===== config.mk =====
export PLATFORM = sky130hd
export DESIGN_NAME = iter_shifter
export DESIGN_NICKNAME = d
export VERILOG_FILES = /design/src/rtl/iter_shifter.sv
export SDC_FILE = /design/constraint.sdc
export NUM_CORES = 1
export LEC_CHECK = 0
export ABC_AREA = 0
export CELL_PAD_IN_SITES_DETAIL_PLACEMENT = 1
export CELL_PAD_IN_SITES_GLOBAL_PLACEMENT = 2
export CORE_UTILIZATION = 34
export DETAILED_ROUTE_END_ITERATION = 8
export PLACE_DENSITY_LB_ADDON = 0.2
export SLEW_MARGIN = 20
export SYNTH_ARGS = -nofsm -noshare
export SYNTH_HDL_FRONTEND = slang
export SYNTH_SLANG_ARGS = --single-unit

===== constraint.sdc =====
create_clock -name clk -period 3.85 [get_ports clk]
set_input_delay 0.77 -clock clk [delete_from_list [all_inputs] [get_ports clk]]
set_output_delay 0.77 -clock clk [all_outputs]
set_load 0.03 [all_outputs]

===== src/rtl/iter_shifter.sv =====
`default_nettype none
// ============================================================================
// Module      : iter_shifter
// Description : Multi-cycle variable-amount shift unit for the ALU datapath.
//               Moves up to STEP bits per clock until the requested amount
//               has been consumed, then publishes the result on dout with a
//               one-cycle done pulse. Modes: SLL, SRL, SRA, ROR.
// Revision    : 1.0 - initial release
// ----------------------------------------------------------------------------
// Parameters
//   WIDTH    data width in bits (power of two, >= 2)
//   SHAMT_W  shift-amount width, equal to $clog2(WIDTH)
//   STEP     bits shifted per cycle (power of two, 1..WIDTH)
// Ports
//   clk    in   1        clock, rising edge
//   rst_n  in   1        asynchronous reset, active-low
//   start  in   1        request, accepted only while ready=1
//   A      in   SHAMT_W  shift amount, sampled on accept
//   B      in   WIDTH    operand, sampled on accept
//   ctrl   in   2        00=SLL 01=SRL 10=SRA 11=ROR, sampled on accept
//   dout   out  WIDTH    result register, held until the next completion
//   busy   out  1        operation in progress
//   ready  out  1        ~busy, start is accepted this cycle
//   done   out  1        one-cycle pulse, dout newly updated
// ============================================================================
module iter_shifter #(
  parameter int WIDTH   = 32,
  parameter int SHAMT_W = 5,
  parameter int STEP    = 1
) (
  input  logic               clk,
  input  logic               rst_n,
  input  logic               start,
  input  logic [SHAMT_W-1:0] A,
  input  logic [WIDTH-1:0]   B,
  input  logic [1:0]         ctrl,
  output logic [WIDTH-1:0]   dout,
  output logic               busy,
  output logic               ready,
  output logic               done
);

  // Mode encodings of ctrl
  localparam logic [1:0] MODE_SLL = 2'b00;
  localparam logic [1:0] MODE_SRL = 2'b01;
  localparam logic [1:0] MODE_SRA = 2'b10;
  localparam logic [1:0] MODE_ROR = 2'b11;

  // One extra bit so that STEP == WIDTH and WIDTH itself are representable
  localparam logic [SHAMT_W:0] STEP_C  = (SHAMT_W+1)'(STEP);
  localparam logic [SHAMT_W:0] WIDTH_C = (SHAMT_W+1)'(WIDTH);

  typedef enum logic [1:0] {
    ST_IDLE  = 2'd0,
    ST_SHIFT = 2'd1,
    ST_DONE  = 2'd2
  } state_t;

  // --------------------------------------------------------------------------
  // State
  // --------------------------------------------------------------------------
  state_t             state_q, state_d;
  logic [WIDTH-1:0]   shreg_q, shreg_d;
  logic [SHAMT_W-1:0] rem_q,   rem_d;
  logic [1:0]         mode_q,  mode_d;
  logic [WIDTH-1:0]   dout_q,  dout_d;
  logic               done_q,  done_d;
  logic               busy_q,  busy_d;

  // --------------------------------------------------------------------------
  // Per-cycle shift datapath
  // --------------------------------------------------------------------------
  logic               rem_lt_step;
  logic [SHAMT_W-1:0] step_amt;
  logic [SHAMT_W:0]   ror_back;
  logic [WIDTH-1:0]   sll_val;
  logic [WIDTH-1:0]   srl_val;
  logic [WIDTH-1:0]   sra_val;
  logic [WIDTH-1:0]   ror_val;
  logic [WIDTH-1:0]   shifted;

  // Amount moved this cycle is min(STEP, rem). When STEP == WIDTH the
  // remaining amount is always smaller, so the truncated STEP value is
  // never selected in that configuration.
  assign rem_lt_step = ({1'b0, rem_q} < STEP_C);
  assign step_amt    = rem_lt_step ? rem_q : STEP_C[SHAMT_W-1:0];

  assign sll_val = shreg_q << step_amt;
  assign srl_val = shreg_q >> step_amt;
  // The running register keeps its MSB under an arithmetic shift, so the
  // sign bit filled in is always the operand MSB latched at accept.
  assign sra_val = $unsigned($signed(shreg_q) >>> step_amt);
  // Rotate right: bits dropped from the LSB end come back at the MSB end.
  // step_amt is non-zero whenever this value is used, so the back-shift
  // stays below WIDTH.
  assign ror_back = WIDTH_C - {1'b0, step_amt};
  assign ror_val  = (shreg_q >> step_amt) | (shreg_q << ror_back);

  always_comb begin
    shifted = shreg_q;
    case (mode_q)
      MODE_SLL: shifted = sll_val;
      MODE_SRL: shifted = srl_val;
      MODE_SRA: shifted = sra_val;
      MODE_ROR: shifted = ror_val;
      default:  shifted = shreg_q;
    endcase
  end

  // --------------------------------------------------------------------------
  // Next-state logic
  // --------------------------------------------------------------------------
  always_comb begin
    state_d = state_q;
    shreg_d = shreg_q;
    rem_d   = rem_q;
    mode_d  = mode_q;
    dout_d  = dout_q;
    done_d  = 1'b0;

    case (state_q)
      // DONE accepts like IDLE, which gives back-to-back operation without
      // an idle bubble when start is held.
      ST_IDLE, ST_DONE: begin
        if (start) begin
          shreg_d = B;
          rem_d   = A;
          mode_d  = ctrl;
          state_d = ST_SHIFT;
        end else begin
          state_d = ST_IDLE;
        end
      end

      ST_SHIFT: begin
        if (rem_q != '0) begin
          shreg_d = shifted;
          rem_d   = rem_q - step_amt;
        end else begin
          // Publish on the edge that enters DONE; done is registered so it
          // is high for exactly the DONE cycle.
          dout_d  = shreg_q;
          done_d  = 1'b1;
          state_d = ST_DONE;
        end
      end

      default: begin
        state_d = ST_IDLE;
      end
    endcase

    busy_d = (state_d == ST_SHIFT);
  end

  // --------------------------------------------------------------------------
  // Registers
  // --------------------------------------------------------------------------
  always_ff @(posedge clk or negedge rst_n) begin
    if (!rst_n) begin
      state_q <= ST_IDLE;
      shreg_q <= '0;
      rem_q   <= '0;
      mode_q  <= '0;
      dout_q  <= '0;
      done_q  <= 1'b0;
      busy_q  <= 1'b0;
    end else begin
      state_q <= state_d;
      shreg_q <= shreg_d;
      rem_q   <= rem_d;
      mode_q  <= mode_d;
      dout_q  <= dout_d;
      done_q  <= done_d;
      busy_q  <= busy_d;
    end
  end

  // --------------------------------------------------------------------------
  // Outputs
  // --------------------------------------------------------------------------
  assign dout  = dout_q;
  assign done  = done_q;
  assign busy  = busy_q;
  assign ready = ~busy_q;

endmodule
`default_nettype wire


Word level (Yosys, flattened, before mapping)
Index checks and enable logic that the tools add are counted.
Word-level totals
  register bits: 75
  input bits: 42
  output and inout port bits: 35
  word-level logic and storage cells: 46
Cells by class
  add/sub/neg operators: 2
  magnitude comparators: 1
  equality and inequality tests: 8
  shifts and indexed selects: 4
  mux-type cells: 13
  bitwise operators: 3
  reductions and logical operators: 8
Operators by type and width (number)
  case mux 32 bit (4 select lines): 1
  two-way mux 32 bit: 2
  case mux 32 bit (2 select lines): 1
  OR 32 bit: 1
  left shift 32 x 5 -> 32 bit: 1
  left shift 32 x 6 -> 32 bit: 1
  right shift 32 x 5 -> 32 bit: 1
  >>> shifter 32 x 5 -> 32 bit: 1
  two-way mux 5 bit: 3
  case mux 5 bit (2 select lines): 1
  == test 2 x 1 -> 1 bit (second input constant): 3
  == test 2 bit (second input constant): 3
  subtractor 6 x 5 -> 6 bit (first input constant): 1
  less-than comparator 5 x 1 -> 1 bit (second input constant): 1
  nonzero test 5 bit: 1
  subtractor 5 bit: 1
  logical NOT 2 bit: 2
  inequality test 2 bit (second input constant): 2
  case mux 2 bit (2 select lines): 1
  AND reduction 2 bit: 2
  two-way mux 1 bit: 3
  AND reduction 3 bit: 1
  two-way mux 2 bit: 1
  NOT 1 bit: 2
  2 further kinds: 2

Depth between registers and ports, before layout
  word-level depth: 8
  mapped depth: 9
  depth with buffers taken out: 7

Worst setup path after synthesis
No wires, ideal clock.
  kind: reg2reg
  from: reg rem_q[1]
  to: reg shreg_q[25]
  setup time: 0.126 ns
  data arrival time: 2.617 ns
  required time: 3.724 ns
  path slack: 1.107 ns
  cell stages (with the launch flop): 10
  path buffers: 2
  clock period less this slack: 2.743 ns
  path through: dfrtp_1 -> or4_4 -> nor2_4 -> ha_1 -> clkbuf_1 -> buf_2 -> mux2_2 -> a211oi_1 -> nor3_1 -> a221o_1
On the way
  longest elaborated chain between the ends: 8
  elaborated cells on any way between the ends: 14
  those cells by class: 1 x add/sub; 1 x order compare; 1 x eq/ne; 4 x shift; 4 x mux; 1 x bitwise; 2 x reduce/logical
Ends and longest elaborated chain
  start, declared: RTL line 64  | logic [SHAMT_W-1:0] rem_q, rem_d;
  start signal, assigned: RTL line 171  | rem_q <= rem_d;
  less-than comparator 5 x 1 -> 1 bit: RTL line 85  | assign rem_lt_step = ({1'b0, rem_q} < STEP_C);
  two-way mux 5 bit: RTL line 86  | assign step_amt = rem_lt_step ? rem_q : STEP_C[SHAMT_W-1:0];
  subtractor 6 x 5 -> 6 bit: RTL line 96  | assign ror_back = WIDTH_C - {1'b0, step_amt};
  left shift 32 x 6 -> 32 bit: RTL line 97  | assign ror_val = (shreg_q >> step_amt) | (shreg_q << ror_back);
  OR 32 bit: RTL line 97
  case mux 32 bit (4 select lines): RTL line 101  | case (mode_q)
  two-way mux 32 bit: RTL line 136  | if (rem_q != '0) begin
  case mux 32 bit (2 select lines): RTL line 121  | case (state_q)
  end signal, assigned: RTL line 170  | shreg_q <= shreg_d;
  end, declared: RTL line 63  | logic [WIDTH-1:0] shreg_q, shreg_d;
Parallel ways exist; a longest one is shown, timed or not. The select of a mux whose other input is x is not followed.
A chain may end at the register's enable or synchronous reset.

Final worst setup path
  from: reg rem_q[1]
  to: reg shreg_q[29]
Same word-level chain as after synthesis.

==> impl_metrics.py <==
metrics = {
    "routing": {
        "drt-total-wl_um": 13000,
        "ant_nets": 0,
        "drc": 7,
        "via_per_inst": 5.80,
        "drt_iter0_drc": 224,
        "first_pass_iters": 8,
        "wl_per_cell_um": 22.0,
        "num_vias": 3441,
    },
    "timing": {
        "fin_tns_setup_ns": 0,
        "hold_viol": 0,
        "max_freq_mhz": 315,
        "fin_skew_ns": 0.00712,
        "holdWs_ns": 0.411,
        "post-route-period-util_pct": 82.5,
        "rsz0062_at_grt": "no",
        "worst_slack_ns": 0.675,
        "setup_viol": 0,
        "slew_viol_final": 0,
        "fin_crit_ns": 3.17,
        "worst_pin_slew_ns": 1.05,
        "slew-limit-headroom_pct": 30.1,
    },
    "clocking": {
        "cts.clk_slew.worst_paths_ns": 0.06,
        "clkSinkCount": 75,
        "root_buffer": "clkbuf_16",
        "clock_path_buffers": 2,
        "clk_latency_ns": 0.33,
        "ctsHoldBuffers": 0,
        "cts_made_buffers": 9,
        "tritoncts": "built",
        "htreeDepth": 3,
        "cts_setup_buffers": 0,
        "cts_resized": 0,
    },
    "final_layout": {
        "utilization_pct": 45.7,
        "area_growth_pct": 28.5,
        "diodes": 0,
        "final_nets": 491,
        "fillers": 1283,
        "layout.cells.non_filler": 593,
        "final_cell_area_um2": 5300,
        "final_layout_size_suffix_gt1_share_pct": 21.8,
    },
    "run_status": {
        "status": "complete, but fails checks",
        "violations": "DRC",
    },
    "critical_path": {
        "max_stage_delay_ns": 0.69,
        "timing.reg2reg.setup_slack_ns": 0.68,
        "arrival_ns": 3.39,
        "crit_fanout": 17,
        "critPathSlowestCell": "or4_4",
        "end_kind": "flop",
        "crit_family": "simple AND/OR/NAND/NOR gates",
        "crit_buf_inv": 0,
        "cp-start-kind": "flop",
        "critical_path_class": "flop to flop",
        "crit_required_ns": 4.06,
        "path_cells": "or4_4 -> nor2_4 -> ha_1 -> and4_1 -> a221oi_1 -> a2111oi_0 -> or3b_1",
    },
    "place": {
        "gp_congestion": 0.853,
        "placed_area_um2": 4980,
        "hpwl_um": 8930,
        "dp_slack_ns": 0.710,
        "io_buffers": 76,
        "numPlacedInstances": 578,
    },
    "yosys": {
        "async_reset_ff_share_pct": 100,
        "yosys_warnings": 0,
        "syn_nets": 423,
        "synth_edf_count": 0,
        "synthTopCellsByArea": "dfrtp_1 (45%), mux2_2 (10%), mux2_4 (3.3%)",
        "synthAdderAreaFrac_pct": 0.607,
        "synth_largest_area_cell": "dfrtp_1",
        "synth-compound-area-share_pct": 19.1,
        "netlist.area_leader.share_pct": 45.5,
        "synth-main-ff-cell": "dfrtp_1",
        "synth-simple-area-share_pct": 12.9,
        "syn_inst": 379,
        "ys_seq_area_share_pct": 45.5,
        "yosysUniqueCellTypes": 62,
        "synth_top_family_by_area": "compound AO/OA/AOI/OAI gates",
        "synthXorXnorAreaFrac_pct": 0,
        "syn_area_um2": 4130,
        "synth.area.mux_share_pct": 16.4,
        "ys_ff_latch": 75,
        "syn-mean-instance-area_um2": 10.9,
    },
    "die": {
        "dieArea_um2": 12600,
        "rows": 39,
        "initial_core_util_pct": 35.5,
        "ios": 77,
        "die_y_um": 112,
        "die_w_um": 112,
        "core_um2": 11600,
    },
    "global_route": {
        "grt_pass1_vias": 3677,
        "grt_pass1_wl_um": 21100,
        "grt_overflow": 0,
        "antenna_found_initial": 0,
        "grt_max_degree": 76,
        "grt_use_total_pct": 22.0,
    },
    "power": {
        "p_sw_mw": 2.45,
        "ir_worst_vdd_v": 0.000381,
        "combPwrFrac_pct": 53.3,
        "p_sw_share_pct": 44.0,
        "p_per_area_nw_per_um2": 1050,
        "clkPwrFrac_pct": 15.4,
        "cell_internal_pwr_mw": 3.13,
        "p_seq_share_pct": 31.3,
        "power.leakage_nw": 2.16,
        "finalPower_mw": 5.58,
    },
    "run": {
        "max_cap_viol_count": 0,
    },
    "hold_path": {
        "hold_class": "input pin to asynchronous set/reset pin",
    },
}
worst register-to-register path, cell delays in order, from the launching register on:
cell	delay [ns]
dfrtp_1	0.46
or4_4	0.69
nor2_4	0.22
ha_1	0.51
and4_1	0.34
a221oi_1	0.33
a2111oi_0	0.11
or3b_1	0.40
sequential cells by signal, summed over array words and instances, names as in the netlist:
register / cells
state_q: 2
done: 1
rem_q: 5
mode_q: 2
dout: 32
busy: 1
shreg_q: 32
per-layer routing:
| metal | vias to the layer above | routed length [µm] | global-route usage [%] |
|---|---|---|---|
| met5 | - | 0 | 0 |
| met4 | 0 | 214 | 7.29 |
| met3 | 13 | 587 | 3.94 |
| met2 | 92 | 6070 | 35.2 |
| met1 | 1768 | 6170 | 30.3 |
| li1 | 1568 | - | - |
Yosys cell counts (9+ instances only):
| library cell | number |
|---|---|
| dfrtp_1 | 75 |
| mux2_2 | 38 |
| nand2_1 | 32 |
| clkbuf_1 | 18 |
| nor2_1 | 18 |
| o21ai_0 | 16 |
| a211oi_1 | 15 |
| a221o_1 | 13 |
| nand3_1 | 12 |
| nor3_1 | 12 |
| inv_1 | 11 |
| mux2_4 | 9 |
path summary, 6_finish.rpt:
kind                          endpoint     start  cells after the start
setup / recovery           shreg_q[29]  rem_q[1]                      7
hold / removal                dout[17]     rst_n                      1
setup reg to reg           shreg_q[29]  rem_q[1]                      7
hold reg to reg               dout[24]  dout[24]                      1
max in group asynchronous     dout[30]     rst_n                      2
min in group clk              dout[24]  dout[24]                      1
cells by family after synthesis:
| family | after synthesis |
|---|---|
| mux | 56 |
| other cells | 1 |
| flops | 75 |
| buf+inv | 44 |
| compound gates | 100 |
| fa+ha+maj | 2 |
| simple gates | 101 |
power by group through the flow:
stage | combinational (mW) | sequential [mW] | clock [mW]
final | 2.98 | 1.75 | 0.857
after global placement | 2.93 | 1.73 | 0
after CTS | 3.00 | 1.74 | 0.876
after detailed placement | 2.98 | 1.75 | 0
after global routing | 3.23 | 1.81 | 0.911
after floorplan | 1.83 | 1.85 | 0
layout make-up:
| cell class | count | area [µm²] | area share [%] |
|---|---|---|---|
| multi-input cells | 260 | 2030 | 38.3 |
| inverters | 12 | 45.0 | 0.849 |
| repair buffers | 89 | 868 | 16.4 |
| clock buffers | 12 | 267 | 5.03 |
| well taps | 143 | 179 | 3.37 |
| flip-flops and latches | 75 | 1880 | 35.4 |
| clock inverters | 2 | 35.0 | 0.661 |
layout by cell type, fill, tap and decap left out, types with 3 or more instances in the layout:
cell type / n
a211o_1: 3
a211oi_1: 15
a21oi_1: 4
a221o_1: 13
a22oi_1: 3
a311oi_1: 3
a31oi_1: 3
and3_1: 3
buf_4: 13
clkbuf_16: 9
clkbuf_8: 3
clkdlybuf4s50_1: 75
dfrtp_1: 75
inv_1: 11
mux2_2: 38
mux2_4: 9
mux2i_1: 7
nand2_1: 32
nand2b_1: 4
nand3_1: 12
nor2_1: 17
nor3_1: 12
o211ai_1: 7
o21ai_0: 16
o221a_2: 7
o22ai_1: 5
o31ai_1: 3
Power figures use the tool's default switching activity.
